`src/rtl/gmii_tx_arbiter_if.sv`:
```
// FIFO-side and GMII-side signals of the two-source TX arbiter.
// master: the arbiter; slave: the FIFOs and the TX pins.
interface gmii_tx_arbiter_if;
    logic       a_fifo_empty;
    logic       a_fifo_en;
    logic [7:0] a_fifo_d;
    logic       a_fifo_er;
    logic       a_fifo_frame_end;
    logic       b_fifo_empty;
    logic       b_fifo_en;
    logic [7:0] b_fifo_d;
    logic       b_fifo_er;
    logic       b_fifo_frame_end;
    logic       tx_en;
    logic [7:0] txd;
    logic       tx_er;

    modport master (
        input  a_fifo_empty, a_fifo_d, a_fifo_er, a_fifo_frame_end,
        input  b_fifo_empty, b_fifo_d, b_fifo_er, b_fifo_frame_end,
        output a_fifo_en, b_fifo_en, tx_en, txd, tx_er
    );

    modport slave (
        output a_fifo_empty, a_fifo_d, a_fifo_er, a_fifo_frame_end,
        output b_fifo_empty, b_fifo_d, b_fifo_er, b_fifo_frame_end,
        input  a_fifo_en, b_fifo_en, tx_en, txd, tx_er
    );
endinterface

```
`src/rtl/gmii_tx_arbiter.sv`:
```
// Per-frame round-robin arbiter feeding one GMII TX port from two frame FIFOs,
// with prefill before each frame, minimum inter-frame gap and underflow recovery.
//
// state   | meaning
// IDLE    | waiting for a request; grant decided here
// PREFILL | letting the granted FIFO fill up, no pops
// TX      | popping and transmitting bytes of the granted frame
// DRAIN   | after underflow, discarding the rest of the frame silently
// IFG     | enforcing the inter-frame gap
module gmii_tx_arbiter #(
    parameter int unsigned PREFILL_CYCLES = 32,
    parameter int unsigned IFG_CYCLES     = 12
) (
    input  logic                clock,
    input  logic                reset,
    input  logic [1:0]          port_enable,
    input  logic                underflow_clr,
    gmii_tx_arbiter_if.master   bus,
    output logic                grant,
    output logic                busy,
    output logic                underflow,
    output logic [15:0]         a_frame_count,
    output logic [15:0]         b_frame_count
);

    typedef enum logic [2:0] {
        S_IDLE,
        S_PREFILL,
        S_TX,
        S_DRAIN,
        S_IFG
    } state_t;

    state_t     state, state_next;
    logic [5:0] timer, timer_next;
    logic       last_grant, last_grant_next;
    logic       grant_next;
    logic       pop;
    logic       tx_en_next, tx_er_next;
    logic [7:0] txd_next;
    logic       underflow_set;
    logic       count_inc;
    logic [1:0] req;

    logic       sel_empty;
    logic [7:0] sel_d;
    logic       sel_er;
    logic       sel_fe;

    assign sel_empty = grant ? bus.b_fifo_empty     : bus.a_fifo_empty;
    assign sel_d     = grant ? bus.b_fifo_d         : bus.a_fifo_d;
    assign sel_er    = grant ? bus.b_fifo_er        : bus.a_fifo_er;
    assign sel_fe    = grant ? bus.b_fifo_frame_end : bus.a_fifo_frame_end;

    assign req = ~{bus.b_fifo_empty, bus.a_fifo_empty} & port_enable;

    // Pops are cut combinationally by reset so no byte is lost during the reset edge.
    assign bus.a_fifo_en = pop & ~grant & ~reset;
    assign bus.b_fifo_en = pop &  grant & ~reset;

    assign busy = (state != S_IDLE);

    always_comb begin
        state_next      = state;
        timer_next      = timer;
        grant_next      = grant;
        last_grant_next = last_grant;
        pop             = 1'b0;
        tx_en_next      = 1'b0;
        tx_er_next      = 1'b0;
        txd_next        = 8'h00;
        underflow_set   = 1'b0;
        count_inc       = 1'b0;

        case (state)
            S_IDLE: begin
                if (req != 2'b00) begin
                    grant_next      = (req == 2'b11) ? ~last_grant : req[1];
                    last_grant_next = grant_next;
                    timer_next      = 6'(PREFILL_CYCLES - 1);
                    state_next      = S_PREFILL;
                end
            end
            S_PREFILL: begin
                if (timer == 6'd0) state_next = S_TX;
                else               timer_next = timer - 6'd1;
            end
            S_TX: begin
                tx_en_next = 1'b1;
                if (!sel_empty) begin
                    pop        = 1'b1;
                    txd_next   = sel_d;
                    tx_er_next = sel_er;
                    if (sel_fe) begin
                        count_inc  = 1'b1;
                        timer_next = 6'(IFG_CYCLES);
                        state_next = S_IFG;
                    end
                end else begin
                    // Mid-frame starvation: mark the frame bad with one error cycle.
                    tx_er_next    = 1'b1;
                    underflow_set = 1'b1;
                    state_next    = S_DRAIN;
                end
            end
            S_DRAIN: begin
                if (!sel_empty) begin
                    pop = 1'b1;
                    if (sel_fe) begin
                        timer_next = 6'(IFG_CYCLES);
                        state_next = S_IFG;
                    end
                end
            end
            S_IFG: begin
                if (timer == 6'd0) state_next = S_IDLE;
                else               timer_next = timer - 6'd1;
            end
            default: state_next = S_IDLE;
        endcase
    end

    always_ff @(posedge clock) begin
        if (reset) begin
            state         <= S_IDLE;
            timer         <= 6'd0;
            grant         <= 1'b0;
            last_grant    <= 1'b1;
            bus.tx_en     <= 1'b0;
            bus.txd       <= 8'h00;
            bus.tx_er     <= 1'b0;
            underflow     <= 1'b0;
            a_frame_count <= 16'd0;
            b_frame_count <= 16'd0;
        end else begin
            state      <= state_next;
            timer      <= timer_next;
            grant      <= grant_next;
            last_grant <= last_grant_next;
            bus.tx_en  <= tx_en_next;
            bus.txd    <= txd_next;
            bus.tx_er  <= tx_er_next;
            if (underflow_set)      underflow <= 1'b1;
            else if (underflow_clr) underflow <= 1'b0;
            if (count_inc) begin
                if (grant) b_frame_count <= b_frame_count + 16'd1;
                else       a_frame_count <= a_frame_count + 16'd1;
            end
        end
    end

endmodule

```
`src/flat_wrapper.sv`:
```
// flat-port wrapper written by rule: the top's interface ports become plain ports
module gmii_tx_arbiter_flat 
#(
    parameter int unsigned PREFILL_CYCLES = 32,
    parameter int unsigned IFG_CYCLES     = 12
)
  (clock, reset, port_enable, underflow_clr, grant, busy, underflow, a_frame_count, b_frame_count, bus_a_fifo_empty, bus_a_fifo_d, bus_a_fifo_er, bus_a_fifo_frame_end, bus_b_fifo_empty, bus_b_fifo_d, bus_b_fifo_er, bus_b_fifo_frame_end, bus_a_fifo_en, bus_b_fifo_en, bus_tx_en, bus_txd, bus_tx_er);
  gmii_tx_arbiter_if bus_i ();
  input  logic clock;
  input  logic reset;
  input  logic [1:0] port_enable;
  input  logic underflow_clr;
  output logic grant;
  output logic busy;
  output logic underflow;
  output logic [15:0] a_frame_count;
  output logic [15:0] b_frame_count;
  input wire logic [$bits(bus_i.a_fifo_empty)-1:0] bus_a_fifo_empty;
  input wire logic [$bits(bus_i.a_fifo_d)-1:0] bus_a_fifo_d;
  input wire logic [$bits(bus_i.a_fifo_er)-1:0] bus_a_fifo_er;
  input wire logic [$bits(bus_i.a_fifo_frame_end)-1:0] bus_a_fifo_frame_end;
  input wire logic [$bits(bus_i.b_fifo_empty)-1:0] bus_b_fifo_empty;
  input wire logic [$bits(bus_i.b_fifo_d)-1:0] bus_b_fifo_d;
  input wire logic [$bits(bus_i.b_fifo_er)-1:0] bus_b_fifo_er;
  input wire logic [$bits(bus_i.b_fifo_frame_end)-1:0] bus_b_fifo_frame_end;
  output wire logic [$bits(bus_i.a_fifo_en)-1:0] bus_a_fifo_en;
  output wire logic [$bits(bus_i.b_fifo_en)-1:0] bus_b_fifo_en;
  output wire logic [$bits(bus_i.tx_en)-1:0] bus_tx_en;
  output wire logic [$bits(bus_i.txd)-1:0] bus_txd;
  output wire logic [$bits(bus_i.tx_er)-1:0] bus_tx_er;
  assign bus_i.a_fifo_empty = bus_a_fifo_empty;
  assign bus_i.a_fifo_d = bus_a_fifo_d;
  assign bus_i.a_fifo_er = bus_a_fifo_er;
  assign bus_i.a_fifo_frame_end = bus_a_fifo_frame_end;
  assign bus_i.b_fifo_empty = bus_b_fifo_empty;
  assign bus_i.b_fifo_d = bus_b_fifo_d;
  assign bus_i.b_fifo_er = bus_b_fifo_er;
  assign bus_i.b_fifo_frame_end = bus_b_fifo_frame_end;
  assign bus_a_fifo_en = bus_i.a_fifo_en;
  assign bus_b_fifo_en = bus_i.b_fifo_en;
  assign bus_tx_en = bus_i.tx_en;
  assign bus_txd = bus_i.txd;
  assign bus_tx_er = bus_i.tx_er;
  gmii_tx_arbiter #(.PREFILL_CYCLES(PREFILL_CYCLES), .IFG_CYCLES(IFG_CYCLES)) u_core (.clock(clock), .reset(reset), .port_enable(port_enable), .underflow_clr(underflow_clr), .bus(bus_i), .grant(grant), .busy(busy), .underflow(underflow), .a_frame_count(a_frame_count), .b_frame_count(b_frame_count));
endmodule
```
`config.mk`:
```
export PLATFORM = sky130hd
export DESIGN_NAME = gmii_tx_arbiter_flat
export DESIGN_NICKNAME = d
export VERILOG_FILES = /design/src/rtl/gmii_tx_arbiter_if.sv /design/src/rtl/gmii_tx_arbiter.sv /design/src/flat_wrapper.sv
export SDC_FILE = /design/constraint.sdc
export NUM_CORES = 1
export LEC_CHECK = 0
export CAP_MARGIN = 20
export CORE_ASPECT_RATIO = 2
export CORE_MARGIN = 4
export CORE_UTILIZATION = 30
export CTS_CLUSTER_DIAMETER = 150
export DETAILED_ROUTE_END_ITERATION = 7
export DONT_BUFFER_PORTS = 1
export RECOVER_POWER = 50
export SLEW_MARGIN = 10
export SYNTH_ARGS = -nofsm -noshare
export SYNTH_HDL_FRONTEND = slang
export SYNTH_SLANG_ARGS = --single-unit
```
`constraint.sdc`:
```
create_clock -name clock -period 2.8 [get_ports clock]
set_clock_uncertainty 0.2 [all_clocks]
set_input_delay 0.42 -clock clock [delete_from_list [all_inputs] [get_ports clock]]
set_output_delay 0.42 -clock clock [all_outputs]
set_load 0.05 [all_outputs]
```
==> metrics <==
Critical Path End Type flop; final WL 6450 microns; cell family with most CP delay simple AND/OR/NAND/NOR gates; PD cells 708 nW/um^2; worst skew pair latency roughly 290 ps; Hold Path Class in2reg; largest net degree at the start of global routing 33; CORE AREA between 8000 and 9000 sq um; Clock transition at path regs 70 ps; Placed Instances ~420; status completed; crit path kind reg2reg; post-CTS sizing 0; Post-Syn Instances between 300 and 400; critical path required time 2830 ps; Pleak 1.03 nW; FFs w/ async S/R, synth 0%; dpl hpwl 4840 microns; first-pass GRT wire length 10700 microns; setup TNS 0 ps; total congestion overflow 0; Starting Density 30.6%; # IOs 74; CTS Sinks between 50 and 60; row count 48; cell-internal power 1.45 mW; final worst slack between 400 and 500 ps; Slew Limit Fails 0; All-Layer GR Usage 12.9%; EDFF count, synth 0; total power around 2.1 mW; Final min period 2390 ps; crit-path max FO 4; clock tree buffer depth 2; Max Clk Rate roughly 0.42 GHz; ranking of synthesized cells by area dfxtp_1, nor2_1, xnor2_1; Clock Tree Root clkbuf_16; Seq cells post-synth 54; Die W 74.2 microns; switching share of power 32.2%; synth warn 0; Placer Congestion about 0.86; VDD IR-drop max 0.000367 V; top_reg_cell synth dfxtp_1; Comb pwr share between 20% and 30%; vias in the first global route around 2300; max cap viols 0; Die Area 10400 sq um; worst endpoint data arrival time about 2400 ps; Final Cycle Share between 80 and 90%; die height 140 microns; PortBufs 0; residual DRC count 0; number of routed nets with antenna violations 0; syn_area_per_cell 8.57 sq um; clock share of power 32.3%; # fillers about 900; flop2flop setup slack between 400 and 500 ps; post-synth top area share 41.1%; drt initial violations 101; worst path bufs/invs 1; Via Count 2244; CTS tree yes; drt wl/cell 15.0 microns; Antenna diodes 0; hold slack final roughly 12 ps; non-filler cells, final 429; crit-path cells clkbuf_1, and4_1, nand4_1, or4_1, xor2_1, nor2_1; RSZ-0062 raised after global routing no; Slew headroom 46.0%; cell accounting for the most synthesized area dfxtp_1; nets@finish approximately 360; Pre-antenna DRT Iters 3; pre-CTS WS 580 ps; sequential power share between 40% and 50%; share of cells above drive strength 1 around 7.6%; htree depth 2; endpoints failing setup 0; Via density approximately 5.2; CTS buffer count 5; slowest stage delay, CP 560 ps; Synth cell types 49; Startpoint Class flop; CP max stage cell or4_1; Layout area overhead 14.6%; antenna violations before repair 0; register area share after synthesis between 40% and 50%; Post-Syn Nets 338; Worst-Margin Slew 811 ps; switching pwr 0.687 mW; Post-Syn Area between 2000 and 3000 sq um; final hold vios 0
-- worst reg2reg max path: cells and delay by family, from the launching register on --
kind                      cells  cell delay [ps]
and+or+nand+nor               4             1140
DFF                           1              310
xor gates and xnor gates      1              150
buffers and inverters         1              520
-- sequential cells by signal, summed over array words and instances (netlist names) --
register and flops:
u_core.a_frame_count 16, u_core.b_frame_count 16, u_core.bus.tx_en 1, u_core.bus.tx_er 1
u_core.bus.txd 8, u_core.grant 1, u_core.last_grant 1, u_core.state 3
u_core.timer 6, u_core.underflow 1
-- cells in the final DEF, fill, tap and decap left out, types with 3 or more instances in the layout --
master     count
inv_1          9
buf_4          9
nand3_1       11
and4_1         3
xor2_1         9
clkbuf_1      19
o21ai_0       14
a21oi_1       15
clkbuf_16      5
ha_1           4
or3_1          5
nand2b_1       4
nand2_1       19
nand4_1        7
nor3_1        16
xnor2_1       17
mux2i_1       13
dfxtp_1       54
nor2b_1        5
o31ai_1        3
nor2_1        50
a211o_1        3
-- Yosys cell counts (all sizes together) (3+ instances only) --
library cell  instances
buf                   4
clkbuf               10
nand2                19
o31ai                 3
a21oi                15
nand2b                4
and4                  3
dfxtp                54
nor3b                 5
mux2i                13
a211o                 3
nand4                 8
inv                   9
nor4                  3
xnor2                17
nor3                 16
or3                   5
ha                    4
xor2                  9
nand3                11
nor2b                 5
nor2                 50
o21ai                14
-- worst paths after layout --
path                                                       startpoint                                     to  cells after the start
worst min-delay path                                            reset            u_core.bus.tx_en$_SDFF_PP0_                      1
worst max-delay path            u_core.b_frame_count[10]$_SDFFE_PP0P_  u_core.b_frame_count[15]$_SDFFE_PP0P_                      6
worst min register to register   u_core.a_frame_count[1]$_SDFFE_PP0P_   u_core.a_frame_count[1]$_SDFFE_PP0P_                      2
worst max register to register  u_core.b_frame_count[10]$_SDFFE_PP0P_  u_core.b_frame_count[15]$_SDFFE_PP0P_                      6
-- final cells by class --
cell class              count  area [sq um]  area share, %
multi-input cells         230          1450           48.1
clock inverters             1          30.0          0.997
inverters                   9          33.8           1.12
flip-flops and latches     54          1080           35.9
well taps                 100           125           4.15
repair buffers             28           161           5.36
clock buffers               7           133           4.40
-- power groups by stage --
| stage | sequential (mW) | clock (mW) | combinational (mW) |
|---|---|---|---|
| 4_1_cts | 0.928 | 0.711 | 0.520 |
| 2_1_floorplan | 0.907 | 0 | 0.466 |
| 3_3_place_gp | 0.945 | 0 | 0.499 |
| 3_5_place_dp | 0.946 | 0 | 0.503 |
| 5_1_grt | 0.941 | 0.743 | 0.575 |
| 6_report | 0.929 | 0.688 | 0.515 |
-- per-layer routing --
metal | track usage [%] | share of wire, %
met1 | 12.6 | 36
met5 | 0 | 0
met3 | 3.23 | 5.5
met4 | 5.83 | 2.5
met2 | 24.1 | 56
-- per-stage QoR --
stage	util [%]	cell area [sq um]
2_1_floorplan	-	2640
3_3_place_gp	33.6	2890
3_5_place_dp	33.6	2890
4_1_cts	35.9	3080
5_1_grt	35.1	3010
6_report	35.1	3010
-- timing repair --
| action | CTS | global route |
|---|---|---|
| hold buffers | 2 | 0 |
| endpoints found under the setup margin | 0 | 0 |
| hold endpoints to repair | 32 | 0 |
| setup buffers | 0 | 0 |
-- cell families (layout without fill, tap and decap cells) --
kind of cell / count (synthesis) / after routing / share of synthesized area (%)
AO/OA/AOI/OAI: 46 / 46 / 10.7
XOR/XNOR: 26 / 26 / 8.66
adder cells (fa/ha/maj): 4 / 4 / 1.90
buffers and inverters: 23 / 45 / 3.90
flip-flops: 54 / 54 / 41.1
multiplexers: 14 / 14 / 5.38
AND/OR/NAND/NOR: 140 / 140 / 28.4
Note: power is estimated with default switching activity, not from simulation.
